### src/rtl/cpu_ctrl_pkg.sv
// Shared definitions for the CPU control sequencer: opcodes, ALU codes,
// sequencer states, instruction classes and the bundle of control strobes.
// Ports: none (package).
package cpu_ctrl_pkg;

    localparam logic [4:0] OP_LD   = 5'b00000;
    localparam logic [4:0] OP_LDI  = 5'b00001;
    localparam logic [4:0] OP_ST   = 5'b00010;
    localparam logic [4:0] OP_ADD  = 5'b00011;
    localparam logic [4:0] OP_SUB  = 5'b00100;
    localparam logic [4:0] OP_SHR  = 5'b00101;
    localparam logic [4:0] OP_SHRA = 5'b00110;
    localparam logic [4:0] OP_SHL  = 5'b00111;
    localparam logic [4:0] OP_ROR  = 5'b01000;
    localparam logic [4:0] OP_ROL  = 5'b01001;
    localparam logic [4:0] OP_AND  = 5'b01010;
    localparam logic [4:0] OP_OR   = 5'b01011;
    localparam logic [4:0] OP_ADDI = 5'b01100;
    localparam logic [4:0] OP_ANDI = 5'b01101;
    localparam logic [4:0] OP_ORI  = 5'b01110;
    localparam logic [4:0] OP_MUL  = 5'b01111;
    localparam logic [4:0] OP_DIV  = 5'b10000;
    localparam logic [4:0] OP_NEG  = 5'b10001;
    localparam logic [4:0] OP_NOT  = 5'b10010;
    localparam logic [4:0] OP_BRX  = 5'b10011;
    localparam logic [4:0] OP_JR   = 5'b10100;
    localparam logic [4:0] OP_JAL  = 5'b10101;
    localparam logic [4:0] OP_IN   = 5'b10110;
    localparam logic [4:0] OP_OUT  = 5'b10111;
    localparam logic [4:0] OP_MFHI = 5'b11000;
    localparam logic [4:0] OP_MFLO = 5'b11001;
    localparam logic [4:0] OP_NOP  = 5'b11010;
    localparam logic [4:0] OP_HALT = 5'b11011;

    // The ALU decodes R-type opcodes directly; these are the extra names.
    localparam logic [4:0] ALU_ADD = OP_ADD;
    localparam logic [4:0] ALU_AND = OP_AND;
    localparam logic [4:0] ALU_OR  = OP_OR;
    localparam logic [4:0] ALU_INC = 5'b11111;

    // T0..T7 are encoded 0..7 so the execute step index maps onto the state.
    typedef enum logic [3:0] {
        S_T0   = 4'd0,
        S_T1   = 4'd1,
        S_T2   = 4'd2,
        S_T3   = 4'd3,
        S_T4   = 4'd4,
        S_T5   = 4'd5,
        S_T6   = 4'd6,
        S_T7   = 4'd7,
        S_RST  = 4'd8,
        S_PCLD = 4'd9,
        S_HALT = 4'd10
    } state_t;

    typedef enum logic [3:0] {
        CLS_ALU_R, CLS_ALU_I, CLS_MULDIV, CLS_UNARY,
        CLS_LD, CLS_LDI, CLS_ST, CLS_BRX,
        CLS_JR, CLS_JAL, CLS_IN, CLS_OUT,
        CLS_MFHI, CLS_MFLO, CLS_NOP, CLS_HALT
    } opclass_t;

    typedef struct packed {
        logic       hi_in, lo_in, z_in, pc_in, mdr_in, mar_in, y_in, oport_in, ir_in;
        logic       hi_out, lo_out, zhi_out, zlo_out, pc_out, mdr_out, iport_out, c_out;
        logic       gra, grb, grc, r_in, r_out, ba_out;
        logic       con_in, mem_rd, mem_wr;
        logic [4:0] alu_code;
        logic       run;
    } ctrl_t;

endpackage

### src/rtl/ctrl_opclass_decode.sv
// Combinational opcode decode: instruction class, ALU code used in execute,
// and the index (3..7) of the final execute step.
// Ports: opcode in; op_class, alu_op, last_step out.
module ctrl_opclass_decode
    import cpu_ctrl_pkg::*;
(
    input  logic [4:0] opcode,
    output opclass_t   op_class,
    output logic [4:0] alu_op,
    output logic [2:0] last_step
);

    always_comb begin
        op_class  = CLS_NOP;
        alu_op    = opcode;
        last_step = 3'd3;
        case (opcode)
            OP_ADD, OP_SUB, OP_SHR, OP_SHRA, OP_SHL, OP_ROR, OP_ROL, OP_AND, OP_OR: begin
                op_class  = CLS_ALU_R;
                last_step = 3'd5;
            end
            OP_ADDI: begin op_class = CLS_ALU_I; alu_op = ALU_ADD; last_step = 3'd5; end
            OP_ANDI: begin op_class = CLS_ALU_I; alu_op = ALU_AND; last_step = 3'd5; end
            OP_ORI:  begin op_class = CLS_ALU_I; alu_op = ALU_OR;  last_step = 3'd5; end
            OP_MUL, OP_DIV: begin op_class = CLS_MULDIV; last_step = 3'd6; end
            OP_NEG, OP_NOT: begin op_class = CLS_UNARY;  last_step = 3'd4; end
            OP_LD:   begin op_class = CLS_LD;   alu_op = ALU_ADD; last_step = 3'd7; end
            OP_LDI:  begin op_class = CLS_LDI;  alu_op = ALU_ADD; last_step = 3'd5; end
            OP_ST:   begin op_class = CLS_ST;   alu_op = ALU_ADD; last_step = 3'd7; end
            OP_BRX:  begin op_class = CLS_BRX;  alu_op = ALU_ADD; last_step = 3'd6; end
            OP_JR:   op_class = CLS_JR;
            OP_JAL:  begin op_class = CLS_JAL; last_step = 3'd4; end
            OP_IN:   op_class = CLS_IN;
            OP_OUT:  op_class = CLS_OUT;
            OP_MFHI: op_class = CLS_MFHI;
            OP_MFLO: op_class = CLS_MFLO;
            OP_HALT: op_class = CLS_HALT;
            default: op_class = CLS_NOP;
        endcase
    end

endmodule

### src/rtl/control_unit.sv
// Hardwired Moore sequencer driving all DataPath strobes: fetch T0-T2, then
// an opcode-dependent execute T3..T7. Inputs: clock, clear (async, high),
// ir, ConOut. Outputs: register load/drive enables, Gra/Grb/Grc, memory
// strobes, ALUCode, run.
module control_unit
    import cpu_ctrl_pkg::*;
#(
    parameter bit RESET_PC_LOAD = 1'b0
) (
    input  logic        clock,
    input  logic        clear,
    input  logic [31:0] ir,
    input  logic        ConOut,
    output logic        HiIn, LoIn, ZIn, PCIn, MDRIn, MARIn, YIn, OPortIn, IRIn,
    output logic        HiOut, LoOut, ZHiOut, ZLoOut, PCOut, MDROut, IPortOut, COut,
    output logic        Gra, Grb, Grc, RIn, ROut, BAOut,
    output logic        Conin,
    output logic        memread, memwrite,
    output logic [4:0]  ALUCode,
    output logic        run
);

    state_t     state_q, state_d;
    opclass_t   op_class;
    logic [4:0] alu_op;
    logic [2:0] last_step;
    ctrl_t      c;

    // Register fields are consumed by the DataPath select logic, not here.
    logic unused_ir;
    assign unused_ir = ^ir[26:0];

    ctrl_opclass_decode u_dec (
        .opcode    (ir[31:27]),
        .op_class  (op_class),
        .alu_op    (alu_op),
        .last_step (last_step)
    );

    always_ff @(posedge clock or posedge clear) begin
        if (clear) state_q <= S_RST;
        else       state_q <= state_d;
    end

    always_comb begin
        state_d = state_q;
        case (state_q)
            S_RST:  state_d = RESET_PC_LOAD ? S_PCLD : S_T0;
            S_PCLD: state_d = S_T0;
            S_T0, S_T1, S_T2: state_d = state_t'(state_q + 4'd1);
            S_T3, S_T4, S_T5, S_T6, S_T7: begin
                // ir is only valid for the new instruction from T3 onward.
                if (op_class == CLS_HALT)                         state_d = S_HALT;
                else if (state_q == state_t'({1'b0, last_step}))  state_d = S_T0;
                else                                              state_d = state_t'(state_q + 4'd1);
            end
            S_HALT:  state_d = S_HALT;
            default: state_d = S_RST;
        endcase
    end

    always_comb begin
        c     = '0;
        c.run = 1'b1;
        case (state_q)
            S_PCLD: begin c.iport_out = 1'b1; c.pc_in = 1'b1; end
            S_T0: begin c.pc_out = 1'b1; c.mar_in = 1'b1; c.alu_code = ALU_INC; c.z_in = 1'b1; end
            S_T1: begin c.zlo_out = 1'b1; c.pc_in = 1'b1; c.mem_rd = 1'b1; c.mdr_in = 1'b1; end
            S_T2: begin c.mdr_out = 1'b1; c.ir_in = 1'b1; end
            S_HALT: c.run = 1'b0;
            S_T3, S_T4, S_T5, S_T6, S_T7: begin
                case (op_class)
                    CLS_ALU_R, CLS_ALU_I, CLS_MULDIV: begin
                        case (state_q)
                            S_T3: begin
                                if (op_class == CLS_MULDIV) c.gra = 1'b1;
                                else                        c.grb = 1'b1;
                                c.r_out = 1'b1; c.y_in = 1'b1;
                            end
                            S_T4: begin
                                if (op_class == CLS_ALU_R)      begin c.grc = 1'b1; c.r_out = 1'b1; end
                                else if (op_class == CLS_ALU_I) c.c_out = 1'b1;
                                else                            begin c.grb = 1'b1; c.r_out = 1'b1; end
                                c.alu_code = alu_op; c.z_in = 1'b1;
                            end
                            S_T5: begin
                                c.zlo_out = 1'b1;
                                if (op_class == CLS_MULDIV) c.lo_in = 1'b1;
                                else                        begin c.gra = 1'b1; c.r_in = 1'b1; end
                            end
                            S_T6: begin c.zhi_out = 1'b1; c.hi_in = 1'b1; end
                            default: ;
                        endcase
                    end
                    CLS_UNARY: begin
                        if (state_q == S_T3) begin
                            c.grb = 1'b1; c.r_out = 1'b1; c.alu_code = alu_op; c.z_in = 1'b1;
                        end else begin
                            c.zlo_out = 1'b1; c.gra = 1'b1; c.r_in = 1'b1;
                        end
                    end
                    CLS_LD, CLS_LDI, CLS_ST: begin
                        case (state_q)
                            S_T3: begin c.grb = 1'b1; c.ba_out = 1'b1; c.y_in = 1'b1; end
                            S_T4: begin c.c_out = 1'b1; c.alu_code = ALU_ADD; c.z_in = 1'b1; end
                            S_T5: begin
                                c.zlo_out = 1'b1;
                                if (op_class == CLS_LDI) begin c.gra = 1'b1; c.r_in = 1'b1; end
                                else                     c.mar_in = 1'b1;
                            end
                            S_T6: begin
                                c.mdr_in = 1'b1;
                                if (op_class == CLS_ST) begin c.gra = 1'b1; c.r_out = 1'b1; end
                                else                    c.mem_rd = 1'b1;
                            end
                            S_T7: begin
                                if (op_class == CLS_ST) c.mem_wr = 1'b1;
                                else begin c.mdr_out = 1'b1; c.gra = 1'b1; c.r_in = 1'b1; end
                            end
                            default: ;
                        endcase
                    end
                    CLS_BRX: begin
                        case (state_q)
                            S_T3: begin c.gra = 1'b1; c.r_out = 1'b1; c.con_in = 1'b1; end
                            S_T4: begin c.pc_out = 1'b1; c.y_in = 1'b1; end
                            S_T5: begin c.c_out = 1'b1; c.alu_code = ALU_ADD; c.z_in = 1'b1; end
                            S_T6: if (ConOut) begin c.zlo_out = 1'b1; c.pc_in = 1'b1; end
                            default: ;
                        endcase
                    end
                    CLS_JR:  begin c.gra = 1'b1; c.r_out = 1'b1; c.pc_in = 1'b1; end
                    CLS_JAL: begin
                        // Link register is Rb: save PC first, then jump to Ra.
                        if (state_q == S_T3) begin c.pc_out = 1'b1; c.grb = 1'b1; c.r_in = 1'b1; end
                        else                 begin c.gra = 1'b1; c.r_out = 1'b1; c.pc_in = 1'b1; end
                    end
                    CLS_IN:   begin c.iport_out = 1'b1; c.gra = 1'b1; c.r_in = 1'b1; end
                    CLS_OUT:  begin c.gra = 1'b1; c.r_out = 1'b1; c.oport_in = 1'b1; end
                    CLS_MFHI: begin c.hi_out = 1'b1; c.gra = 1'b1; c.r_in = 1'b1; end
                    CLS_MFLO: begin c.lo_out = 1'b1; c.gra = 1'b1; c.r_in = 1'b1; end
                    default: ;
                endcase
            end
            default: ;
        endcase
    end

    assign {HiIn, LoIn, ZIn, PCIn, MDRIn, MARIn, YIn, OPortIn, IRIn}
         = {c.hi_in, c.lo_in, c.z_in, c.pc_in, c.mdr_in, c.mar_in, c.y_in, c.oport_in, c.ir_in};
    assign {HiOut, LoOut, ZHiOut, ZLoOut, PCOut, MDROut, IPortOut, COut}
         = {c.hi_out, c.lo_out, c.zhi_out, c.zlo_out, c.pc_out, c.mdr_out, c.iport_out, c.c_out};
    assign {Gra, Grb, Grc, RIn, ROut, BAOut} = {c.gra, c.grb, c.grc, c.r_in, c.r_out, c.ba_out};
    assign {Conin, memread, memwrite}        = {c.con_in, c.mem_rd, c.mem_wr};
    assign ALUCode = c.alu_code;
    assign run     = c.run;

endmodule

### config.mk
export PLATFORM = sky130hd
export DESIGN_NAME = control_unit
export DESIGN_NICKNAME = d
export VERILOG_FILES = /design/src/rtl/cpu_ctrl_pkg.sv /design/src/rtl/ctrl_opclass_decode.sv /design/src/rtl/control_unit.sv
export SDC_FILE = /design/constraint.sdc
export NUM_CORES = 1
export LEC_CHECK = 0
export BUFFER_PORTS_ARGS = -buffer_cell sky130_fd_sc_hd__buf_2
export CAP_MARGIN = 20
export CORE_ASPECT_RATIO = 0.9
export CORE_UTILIZATION = 52
export CTS_CLUSTER_SIZE = 30
export DETAILED_ROUTE_END_ITERATION = 8
export GPL_TIMING_DRIVEN = 0
export PLACE_DENSITY = 0.85
export SLEW_MARGIN = 10
export SYNTH_ARGS = -nofsm -noshare
export SYNTH_HDL_FRONTEND = slang
export SYNTH_SLANG_ARGS = --single-unit
### constraint.sdc
create_clock -name clock -period 4.7 [get_ports clock]
set_input_delay 0.94 -clock clock [delete_from_list [all_inputs] [get_ports clock]]
set_output_delay 0.94 -clock clock [all_outputs]
set_load 0.1 [all_outputs]
==> impl_metrics.toml <==
[clock_network]
cts_made_buffers = 3
h-tree-depth = 1
cts_resized = 0
cts_tree = "yes"
post-cts-setup-buffers = 0
numClockSinks = 4
holdBufCountCts = 0
cts_root_buffer = "clkbuf_4"
cts.path.max_buffers = 2
clk_latency_ns = 0.26
clkTransAtPathRegs_ns = 0.05

[critical_path]
path_buf_inv = 4
rr_endpoint = "state_q[1]"
critPathTopFamily = "buffers and inverters"
startpoint = "ir[28]"
path_class = "primary input to output pin"
path_depth = 8
setup.worst_path.start_class = "primary input"
r2r_slack_ns = 2.18
path_cells = "buf_2 -> buf_4 -> clkbuf_1 -> o21ai_0 -> a21oi_1 -> mux2_2 -> o22ai_1 -> buf_2"
reg2regPathDepth = 8
endpoint = "COut"
cpMaxStageDelayCell = "buf_2"
path_common_cell = "buf_2"
endpoint_kind = "output pin"
cp.required_ns = 3.76
r2r-start = "state_q[0]"
worstPathMaxFanout = 10
slowest_delay_ns = 0.46
cp.arrival_ns = 3.22

[global_routing]
grt_pass1_wl_mm = 8.797
grt_max_degree = 11
antenna_found_initial = 0
gr-usage-all-layers = 0.3816
grt_pass1_vias = 1706
gr-total-overflow = 0

[drt]
num_vias = 2058
routed_via_density = 6.682
totalWireLength_mm = 5.435
wl_per_cell_um = 17.65
dr.pass1.iters = 5
detail-route-antenna-nets = 0
post-route-drc-count = 0
first_iter_violations = 237

[placed_design]
gp_congestion = 0.9867
io_buffer_count = 38
post-place-cells = 304
dpl-instance-area_mm2 = 0.001735
hpwlAfterDp_mm = 3.907

[sta]
setup_violations = 0
fin_skew_ns = 0.01121
period_needed_ns = 4.158
max_clock_freq_mhz = 240.5
rsz0062_at_grt = "false"
hold_viol = 0
slew_viol_final = 0
finalCritPeriodShare = 0.8847
whs_ns = 0.5589
max_slew_margin = 0.4262
tightest_slew_ns = 0.8589

[yosys]
synth_cells = 228
syn_nets = 267
async_reset_ff_frac = 1.000
ys_ff_latch = 4
ys.flop_type = "dfrtp_1"
synth.cell_area_mm2 = 0.001474
ys_seq_area_frac = 0.06876
synth_edf_count = 0
synth.distinct_cells = 61
synth_area_per_cell_um2 = 6.465
yosys_warnings = 0

[power]
p_int_mw = 0.09153
combPwrFrac = 0.461
swShare = 0.4408
power.net_switching_mw = 0.07216
ir_drop_mv = 0.06874
power_density_mw_per_mm2 = 92.92
p_leak_nw = 0.7345
power.total_mw = 0.1637
power_frac_clock = 0.328
seq_power_share = 0.211

[job]
cap_violations = 0

[layout]
fin_nets = 310
final_cell_area_mm2 = 0.001762
largestRegisters = "state_q x4"
drive_gt1_frac = 0.2593
final_cell_mix = "buf_2 (46), nand2_1 (26), o21ai_0 (22), clkbuf_1 (14)"
area_delta_synth_final_pct = 19.52
largest_reg_flops = 4
layout_commonest_cell = "buf_2"
antenna_cells = 0
fillers = 261
top_register = "state_q"
stdcell_count = 308
final_util = 0.6845

[hold_path]
worstHoldPathType = "primary input to async pin"

[floorplan]
ios = 67
die_w_um = 58.12
start_util = 0.5727
die_h_um = 52.51
dieArea_mm2 = 0.003052
num_rows = 17
fp.coreArea_mm2 = 0.002574

[status]
outcome = "complete, no violations"
==> power groups by stage <==
stage          clock [mW]  combinational [mW]  sequential, mW
6_report           0.0537              0.0755          0.0346
5_1_grt            0.0580              0.0807          0.0345
4_1_cts            0.0509              0.0720          0.0346
3_5_place_dp            0              0.0716          0.0351
3_3_place_gp            0              0.0715          0.0351
2_1_floorplan           0              0.0535          0.0351
==> synth_stat cells, types with 2 or more instances <==
cell type | count | share of area
nand2_1 | 26 | 0.066
o21ai_0 | 23 | 0.078
a21oi_1 | 13 | 0.044
clkbuf_1 | 13 | 0.033
nor2_1 | 13 | 0.033
nand3_1 | 12 | 0.041
buf_2 | 8 | 0.027
inv_1 | 8 | 0.020
nor3_1 | 8 | 0.027
a211oi_1 | 7 | 0.036
and2_1 | 5 | 0.021
nor2b_1 | 5 | 0.021
o22ai_1 | 5 | 0.021
a31oi_1 | 4 | 0.017
buf_4 | 4 | 0.020
ha_1 | 4 | 0.034
o2111ai_1 | 4 | 0.024
o31ai_1 | 4 | 0.020
a21o_1 | 3 | 0.015
dfrtp_1 | 3 | 0.051
nand2b_1 | 3 | 0.013
nand4_1 | 3 | 0.013
o31a_1 | 3 | 0.018
xnor2_1 | 3 | 0.018
a21boi_0 | 2 | 0.010
and3_1 | 2 | 0.0085
buf_6 | 2 | 0.015
mux2i_1 | 2 | 0.014
nor4_1 | 2 | 0.0085
o311a_1 | 2 | 0.014
o32ai_1 | 2 | 0.012
==> worst reg2reg max path: stages (launching register included) <==
cell and delay (ns):
dfrtp_1 0.51, inv_1 0.11, ha_1 0.21, clkbuf_1 0.21, o31a_1 0.35, o21ai_0 0.38
buf_2 0.34, o211a_1 0.19, o21ai_0 0.09
==> routing by layer <==
metal  GRT usage  share of wire
met1      0.5465           0.41
met4      0.1230          0.031
met2      0.5594           0.41
met5           0              0
met3     0.08395           0.15
==> layout make-up <==
class | count | area (um^2) | share of cell area
timing repair buffer | 38 | 190.2 | 0.1080
sequential | 4 | 101.3 | 0.05753
multi-input combinational | 188 | 1221 | 0.6932
inverter | 8 | 30.03 | 0.01705
tap | 38 | 47.55 | 0.02699
buffer | 28 | 145.1 | 0.08239
clock buffer | 4 | 26.28 | 0.01491
==> worst min path at each step <==
stage                  to  cells after the start  startpoint  slack (ns)
2_1_floorplan  state_q[0]                      1  state_q[0]        0.54
3_3_place_gp   state_q[0]                      1  state_q[0]        0.63
3_5_place_dp   state_q[0]                      1  state_q[0]        0.64
4_1_cts        state_q[1]                      2       clear        0.57
5_1_grt        state_q[1]                      2       clear        0.57
6_report       state_q[1]                      2       clear        0.56
==> stage by stage <==
| step | worst slack [ns] | TNS [ns] |
|---|---|---|
| 2_1_floorplan | -0.3281 | -1.312 |
| 3_3_place_gp | 0.6045 | 0 |
| 3_5_place_dp | 0.6111 | 0 |
| 4_1_cts | 0.6014 | 0 |
| 5_1_grt | 0.4757 | 0 |
| 6_report | 0.5421 | 0 |
==> kinds of logic after synthesis <==
family / share of synthesized area
flops: 0.06876
compound gates: 0.4228
xor+xnor: 0.02377
fa+ha+maj: 0.03396
simple gates: 0.3107
buf+inv: 0.1188
mux: 0.02122
(Power assumes the default switching activity.)
